`src/rtl/hazard_pkg.sv`:
```
// Shared types and constants for the pipeline hazard controller.
package hazard_pkg;

  typedef enum logic [0:0] {
    RUN     = 1'b0,
    MD_BUSY = 1'b1
  } state_t;

  localparam logic [1:0] EXT_SIGN = 2'b00;
  localparam logic [1:0] EXT_ZERO = 2'b01;
  localparam logic [1:0] EXT_LUI  = 2'b10;

  localparam logic [5:0] ANDI = 6'h0C;
  localparam logic [5:0] ORI  = 6'h0D;
  localparam logic [5:0] XORI = 6'h0E;
  localparam logic [5:0] LUI  = 6'h0F;

  localparam int unsigned MD_CNT_W = 6;

endpackage

```
`src/rtl/hazard_ctrl_md_timer.sv`:
```
// Loadable down-counter tracking how long a mult/div still occupies HI/LO.
module md_timer #(
  parameter int unsigned W = 6
) (
  input  logic         clk,
  input  logic         rst,
  input  logic         load,
  input  logic         dec,
  input  logic [W-1:0] load_val,
  output logic [W-1:0] cnt,
  output logic         zero
);

  logic [W-1:0] cnt_q, cnt_d;

  always_comb begin
    cnt_d = cnt_q;
    if (load) begin
      cnt_d = load_val;
    end else if (dec && (cnt_q != '0)) begin
      cnt_d = cnt_q - 1'b1;
    end
  end

  always_ff @(posedge clk) begin
    if (rst) cnt_q <= '0;
    else     cnt_q <= cnt_d;
  end

  assign cnt  = cnt_q;
  assign zero = (cnt_q == '0);

endmodule

```
`src/rtl/hazard_ctrl.sv`:
```
// Pipeline hazard controller: load-use stall, HI/LO busy tracking, branch flush.
// Optional HAZARD_PERF_EN adds saturating stall/flush cycle counters.
module hazard_ctrl
  import hazard_pkg::*;
#(
  parameter int unsigned MD_LAT = 32
) (
  input  logic        clk,
  input  logic        rst,
  input  logic [4:0]  id_rs,
  input  logic [4:0]  id_rt,
  input  logic        id_uses_rs,
  input  logic        id_uses_rt,
  input  logic [5:0]  id_opcode,
  input  logic        id_md,
  input  logic        id_uses_hilo,
  input  logic        ex_memread,
  input  logic [4:0]  ex_rt,
  input  logic        br_taken,
  output logic        pc_en,
  output logic        ifid_en,
  output logic        ifid_flush,
  output logic        idex_flush,
  output logic [1:0]  ext_sel,
  output logic        md_busy,
  output logic        md_done
`ifdef HAZARD_PERF_EN
  ,
  output logic [31:0] stall_cnt,
  output logic [31:0] flush_cnt
`endif
);

  state_t               state_q, state_d;
  logic                 load_use;
  logic                 md_stall;
  logic                 md_load;
  logic                 md_zero;
  logic [MD_CNT_W-1:0]  md_cnt;

  always_comb begin
    unique case (id_opcode)
      ANDI, ORI, XORI: ext_sel = EXT_ZERO;
      LUI:             ext_sel = EXT_LUI;
      default:         ext_sel = EXT_SIGN;
    endcase
  end

  assign load_use = ex_memread && (ex_rt != '0) &&
                    ((id_uses_rs && (id_rs == ex_rt)) ||
                     (id_uses_rt && (id_rt == ex_rt)));

  always_comb begin
    state_d  = state_q;
    md_load  = 1'b0;
    md_busy  = 1'b0;
    md_done  = 1'b0;
    md_stall = 1'b0;
    unique case (state_q)
      RUN: begin
        if (id_md && !br_taken && !load_use) begin
          state_d = MD_BUSY;
          md_load = 1'b1;
        end
      end
      MD_BUSY: begin
        md_busy  = 1'b1;
        md_stall = id_md || id_uses_hilo;
        if (md_zero) begin
          md_done = 1'b1;
          state_d = RUN;
        end
      end
      default: state_d = RUN;
    endcase
    // Outputs are forced to idle during reset, even before the state flop clears.
    if (rst) begin
      state_d  = RUN;
      md_load  = 1'b0;
      md_busy  = 1'b0;
      md_done  = 1'b0;
      md_stall = 1'b0;
    end
  end

  always_ff @(posedge clk) begin
    if (rst) state_q <= RUN;
    else     state_q <= state_d;
  end

  always_comb begin
    pc_en      = 1'b1;
    ifid_en    = 1'b1;
    ifid_flush = 1'b0;
    idex_flush = 1'b0;
    if (!rst) begin
      if (br_taken) begin
        ifid_flush = 1'b1;
        idex_flush = 1'b1;
      end else if (load_use || md_stall) begin
        pc_en      = 1'b0;
        ifid_en    = 1'b0;
        idex_flush = 1'b1;
      end
    end
  end

  // The counter keeps running under a branch: the mult/div is older than it.
  md_timer #(.W(MD_CNT_W)) u_md_timer (
    .clk      (clk),
    .rst      (rst),
    .load     (md_load),
    .dec      (state_q == MD_BUSY),
    .load_val (MD_CNT_W'(MD_LAT - 1)),
    .cnt      (md_cnt),
    .zero     (md_zero)
  );

`ifdef HAZARD_PERF_EN
  logic [31:0] stall_cnt_q, stall_cnt_d;
  logic [31:0] flush_cnt_q, flush_cnt_d;

  always_comb begin
    stall_cnt_d = stall_cnt_q;
    flush_cnt_d = flush_cnt_q;
    if (!pc_en && (stall_cnt_q != '1)) stall_cnt_d = stall_cnt_q + 1'b1;
    if (br_taken && (flush_cnt_q != '1)) flush_cnt_d = flush_cnt_q + 1'b1;
  end

  always_ff @(posedge clk) begin
    if (rst) begin
      stall_cnt_q <= '0;
      flush_cnt_q <= '0;
    end else begin
      stall_cnt_q <= stall_cnt_d;
      flush_cnt_q <= flush_cnt_d;
    end
  end

  assign stall_cnt = stall_cnt_q;
  assign flush_cnt = flush_cnt_q;
`endif

endmodule

```
`config.mk`:
```
export PLATFORM = sky130hd
export DESIGN_NAME = hazard_ctrl
export DESIGN_NICKNAME = d
export VERILOG_FILES = /design/src/rtl/hazard_pkg.sv /design/src/rtl/hazard_ctrl_md_timer.sv /design/src/rtl/hazard_ctrl.sv
export SDC_FILE = /design/constraint.sdc
export NUM_CORES = 1
export LEC_CHECK = 0
export CORE_MARGIN = 2
export CORE_UTILIZATION = 37
export DETAILED_ROUTE_END_ITERATION = 8
export GPL_TIMING_DRIVEN = 0
export PLACE_DENSITY_LB_ADDON = 0.2
export SYNTH_ARGS = -nofsm -noshare
export SYNTH_HDL_FRONTEND = slang
export SYNTH_SLANG_ARGS = --single-unit
```
`constraint.sdc`:
```
create_clock -name clk -period 2.2 [get_ports clk]
set_clock_uncertainty 0.2 [all_clocks]
set_input_delay 0.44 -clock clk [delete_from_list [all_inputs] [get_ports clk]]
set_output_delay 0.44 -clock clk [all_outputs]
set_load 0.03 [all_outputs]
```
; ---- Yosys cells after proc, flatten, opt, wreduce, memory -nomap -nowiden
; Cells that the tools add are included.
[op_classes]
n_reduce_logical = 18
add_sub_neg = 1
eq_ne = 6
n_lt_le_gt_ge = 0
mul = 0
bitwise = 1
n_shift = 0
div = 0
mux = 23
[op_table]
columns = operator, n
row1 = $eq A6 B4 Y1 const B, 4
row2 = $mux W1, 19
row3 = $eq A5 B5 Y1, 2
row4 = $mux W5, 2
row5 = $logic_and A1 B1 Y1, 7
row6 = $logic_not A6 Y1, 1
row7 = $reduce_bool A6 Y1, 1
row8 = $sub A6 B1 Y6 const B, 1
row9 = $reduce_bool A5 Y1, 1
row10 = $pmux W2 S2, 1
row11 = $logic_or A1 B1 Y1, 3
row12 = $reduce_or A3 Y1, 1
row13 = $logic_not A1 Y1, 2
row14 = $pmux W1 S2, 1
row15 = $reduce_bool A2 Y1, 1
row16 = $reduce_or A2 Y1, 1
row17 = $not A1 Y1, 1
[totals]
ramBits = 0
input_bits = 29
n_memories = 0
ff_bits = 7
latch_bits = 0
romBits = 0
wordCells = 52

; ---- Logic depth before layout (Yosys ltp)
[logic_depth]
ltp_word = 10
ltp_mapped = 6
depth_no_buf = 6

; ---- Hierarchy
; A second synthesis with hierarchy kept.
[unflattened]
cells_unflattened = 85
hier_area_um2 = 653.1
[modules_own_cells]
columns = mod, area_per_inst_um2, n_inst, cells_each, seq_area_each_um2
row1 = md_timer, 371.6, 1, 42, 120.1
row2 = hazard_ctrl, 281.5, 1, 43, 20.0

; ---- Least setup slack after synthesis
; Ideal clock, no wire load.
[synth_path]
path_kind = in2out
startpoint = input ex_rt[4]
endpoint = output pc_en
slack_ps = -476
arrival_ps = 2036
cell_stages = 5
required_ps = 1560
path_cell_list = or4_1 > o21ai_2 > nor3_1 > a21oi_1 > buf_4
[synth_via]
elab_chain_cells = 8
word_cells_on_any_way = 12
[synth_rtl]
columns = item, line
row1 = "start, declared", hazard_ctrl.sv:18  ; input logic [4:0] ex_rt,
row2 = "$eq A5 B5 Y1, on equally long branches", "hazard_ctrl.sv:50, hazard_ctrl.sv:51"
row3 = "$logic_and A1 B1 Y1, on equally long branches", "hazard_ctrl.sv:50, hazard_ctrl.sv:51"
row4 = $logic_or A1 B1 Y1, hazard_ctrl.sv:50  ; ((id_uses_rs && (id_rs == ex_rt)) ||
row5 = $logic_and A1 B1 Y1 (*), hazard_ctrl.sv:49  ; assign load_use = ex_memread && (ex_rt != '0) &&
row6 = $logic_or A1 B1 Y1 (*), hazard_ctrl.sv:100  ; end else if (load_use || md_stall) begin
row7 = $mux W1 (*) (3 in series), n/a
row8 = "end, declared", hazard_ctrl.sv:20  ; output logic pc_en,
; Every way passes the cells marked *; elsewhere a longest branch is shown, timed or not.

; ---- Worst setup path after layout
[layout_path]
startpoint = input ex_rt[0]
endpoint = output pc_en
[layout_via]
elab_chain_cells = 8
word_cells_on_any_way = 12
[layout_rtl]
columns = item, line
row1 = "$eq A5 B5 Y1, on equally long branches", "hazard_ctrl.sv:50, hazard_ctrl.sv:51"
row2 = "$logic_and A1 B1 Y1, on equally long branches", "hazard_ctrl.sv:50, hazard_ctrl.sv:51"
row3 = $logic_or A1 B1 Y1, hazard_ctrl.sv:50
row4 = $logic_and A1 B1 Y1 (*), hazard_ctrl.sv:49
row5 = $logic_or A1 B1 Y1 (*), hazard_ctrl.sv:100
row6 = $mux W1 (*), hazard_ctrl.sv:100
row7 = $mux W1 (*), hazard_ctrl.sv:97  ; if (br_taken) begin
row8 = $mux W1 (*), hazard_ctrl.sv:96  ; if (!rst) begin
; Marks and branches as above.

==> results.json <==
{
  "overflow": 0,
  "synthCells": 89,
  "end_kind": "output port",
  "cp.arrival_ns": 1.74,
  "status": "finished, violations left",
  "antenna_found_initial": 0,
  "crit_start": "ex_rt[0]",
  "violations": "setup timing",
  "crit_type": "input port to output port",
  "final.period_utilization_pct": 108,
  "hpwlAfterDp_microns": 1420,
  "path_delay_family": "simple AND/OR/NAND/NOR gates",
  "slew_headroom_pct": 79.3,
  "clkPwrFrac_pct": 19.8,
  "placementRows": 15,
  "power_frac_comb_pct": 49.4,
  "cts_sinks": 7,
  "synth_common_cells": "nor2_1 (10), xnor2_1 (10), nand2_1 (8), dfxtp_1 (7), o211ai_1 (6)",
  "cpMaxStageDelayCell": "or4_4",
  "grt_use_total_pct": 20.2,
  "yosysTopAreaCell": "dfxtp_1",
  "power.internal_uw": 371,
  "htreeDepth": 1,
  "swShare_pct": 36.8,
  "pwr-share-seq_pct": 30.8,
  "setup_viol_count_final": 3,
  "utilization_pct": 68.1,
  "leakage_uw": 0.000485,
  "root_buffer": "clkbuf_4",
  "worstPathCellList": "buf_8, or4_4, o21ai_4, nor3_4, a21oi_4, buf_6, buf_6",
  "worst-path-buf-inv": 3,
  "hold_path_class": "flip-flop to flip-flop",
  "ios": 37,
  "cpPeakStageDelay_ns": 0.54,
  "slew_viol_final": 0,
  "numCtsBuffers": 3,
  "synthFlopType": "dfxtp_1",
  "ir_drop_uv": 244,
  "min_period_ns": 2.38,
  "clk_pin_slew_ns": 0.05,
  "antenna_cells": 0,
  "clock_latency_ns": 0.25,
  "synth_nets": 120,
  "synthesis.area_sq_um": 654,
  "ys_ff_latch": 7,
  "wl_per_cell_microns": 12.1,
  "dp_slack_ns": -1.23,
  "synth_area_per_cell_sq_um": 7.35,
  "hold_viol_final": 0,
  "cts_hold_buf": 0,
  "fin_ws_ns": -0.176,
  "fillCellCount": 151,
  "grt_max_degree": 11,
  "synthTopCellsByArea": "dfxtp_1 (21%), xnor2_1 (13%), o211ai_1 (6.9%)",
  "synth_edf_count": 0,
  "grt_pass1_wl_microns": 3080,
  "cts_max_path_buffers": 2,
  "synth.distinct_cells": 27,
  "drc": 0,
  "p_sw_uw": 215,
  "vias": 804,
  "core_area_sq_mm": 0.00169,
  "crit_top_cell": "buf_6",
  "critPathMaxFanout": 3,
  "async_reset_ff_share_pct": 0,
  "drtPass1Iterations": 4,
  "cp-start-kind": "input port",
  "grt_pass1_vias": 775,
  "synth_top_area_share_pct": 21.4,
  "powerDensity_mw_per_mm2": 510,
  "initial_utilization_pct": 38.7,
  "dieArea_sq_mm": 0.00212,
  "fmax_mhz": 421,
  "gp_congestion": 0.813,
  "viasPerCell": 5.29,
  "r2r-start": "u_md_timer.cnt[0]",
  "ant_nets": 0,
  "nNetsFinal": 167,
  "dp_cells": 141,
  "routed_wl_microns": 1840,
  "hold_start": "u_md_timer.cnt[3]",
  "die_h_microns": 46.1,
  "drt-initial-drc-count": 5,
  "port-buffer-count": 35,
  "yosysWarningCount": 0,
  "die_w_microns": 46.1,
  "grt_setup_unrepaired": "yes",
  "finish.cell_count_without_fillers": 152,
  "syn2layout_area_growth_pct": 75.7,
  "drive_above_1_share_pct": 23.7,
  "worst_pin_slew_ns": 0.309,
  "cts_tree": "done",
  "drv_cap": 0,
  "yosysSeqAreaShare_pct": 21.4,
  "required_ns": 1.56
}
per-stage QoR:
stage / setup TNS, ns / hold WS [ns] / total power [uW] / area (sq um)
floorplan: -0.114 / 0.359 / 344 / 686
global placement: -6.17 / 0.400 / 443 / 1060
detailed placement: -6.51 / 0.411 / 453 / 1060
CTS: -0.417 / 0.447 / 583 / 1130
global route: -0.565 / 0.473 / 635 / 1150
finish: -0.416 / 0.448 / 586 / 1150
logic make-up (layout without fill, tap and decap cells):
logic type / count (synthesis) / after routing / share of synthesized area, %
AO/OA/AOI/OAI: 24 / 24 / 25.0
XOR/XNOR: 10 / 10 / 13.4
adder cells (fa/ha/maj): 2 / 2 / 3.82
buffers and inverters: 7 / 53 / 4.59
flip-flops: 7 / 7 / 21.4
multiplexers: 2 / 2 / 3.06
AND/OR/NAND/NOR: 37 / 37 / 28.7
power groups by stage:
stage	clock network, uW	logic, uW	registers, uW
floorplan	0	170	174
global placement	0	263	180
detailed placement	0	272	181
CTS	119	284	180
global route	127	323	185
finish	116	290	180
metal layers:
| layer | global-route usage, % | part of all wire [%] |
|---|---|---|
| met5 | 0 | 0 |
| met4 | 8.57 | 1.6 |
| met3 | 2.75 | 5.9 |
| met2 | 37.8 | 53 |
| met1 | 22.3 | 39 |
worst reg2reg max path, stage by stage, from the launching register on:
cell and delay [ns]:
dfxtp_1 0.36, inv_1 0.08, ha_1 0.22, or3_1 0.30, or3_1 0.33, a32oi_1 0.18, a21o_1 0.10
final cells by class:
class	instances	area [sq um]	area share (%)
clock buffer	4	26.3	2.29
timing repair buffer	42	378	32.9
tap	17	21.3	1.85
multi-input combinational	75	549	47.8
inverter	4	15.0	1.31
sequential	7	140	12.2
buffer	3	20.0	1.74
placed cells by master, fill, tap and decap left out, types with 4 or more instances in the layout:
cell type / n
clkdlybuf4s50_1: 13
nor2_1: 10
xnor2_1: 10
dlygate4sd2_1: 9
buf_4: 9
nand2_1: 8
dfxtp_1: 7
o211ai_1: 6
a21o_1: 5
inv_1: 4
a21oi_1: 4
sequential cells by signal, indices dropped and copies added (netlist names):
name            flops
state_q             1
u_md_timer.cnt      6
path summary, 6_finish.rpt:
check | endpoint | slack, ns | cells after the start
worst max-delay path | pc_en | -0.18 | 7
worst min-delay path | u_md_timer.cnt[3] | 0.45 | 3
worst max register to register | u_md_timer.cnt[5] | 0.37 | 6
worst min register to register | u_md_timer.cnt[3] | 0.45 | 3
timing repair:
item | CTS | global route
buffers inserted | 5 | 2
gates resized for setup | 70 | 12
setup endpoints to repair | 11 | 5
pin swaps | 14 | 10
Note: power is estimated with default switching activity, not from simulation.
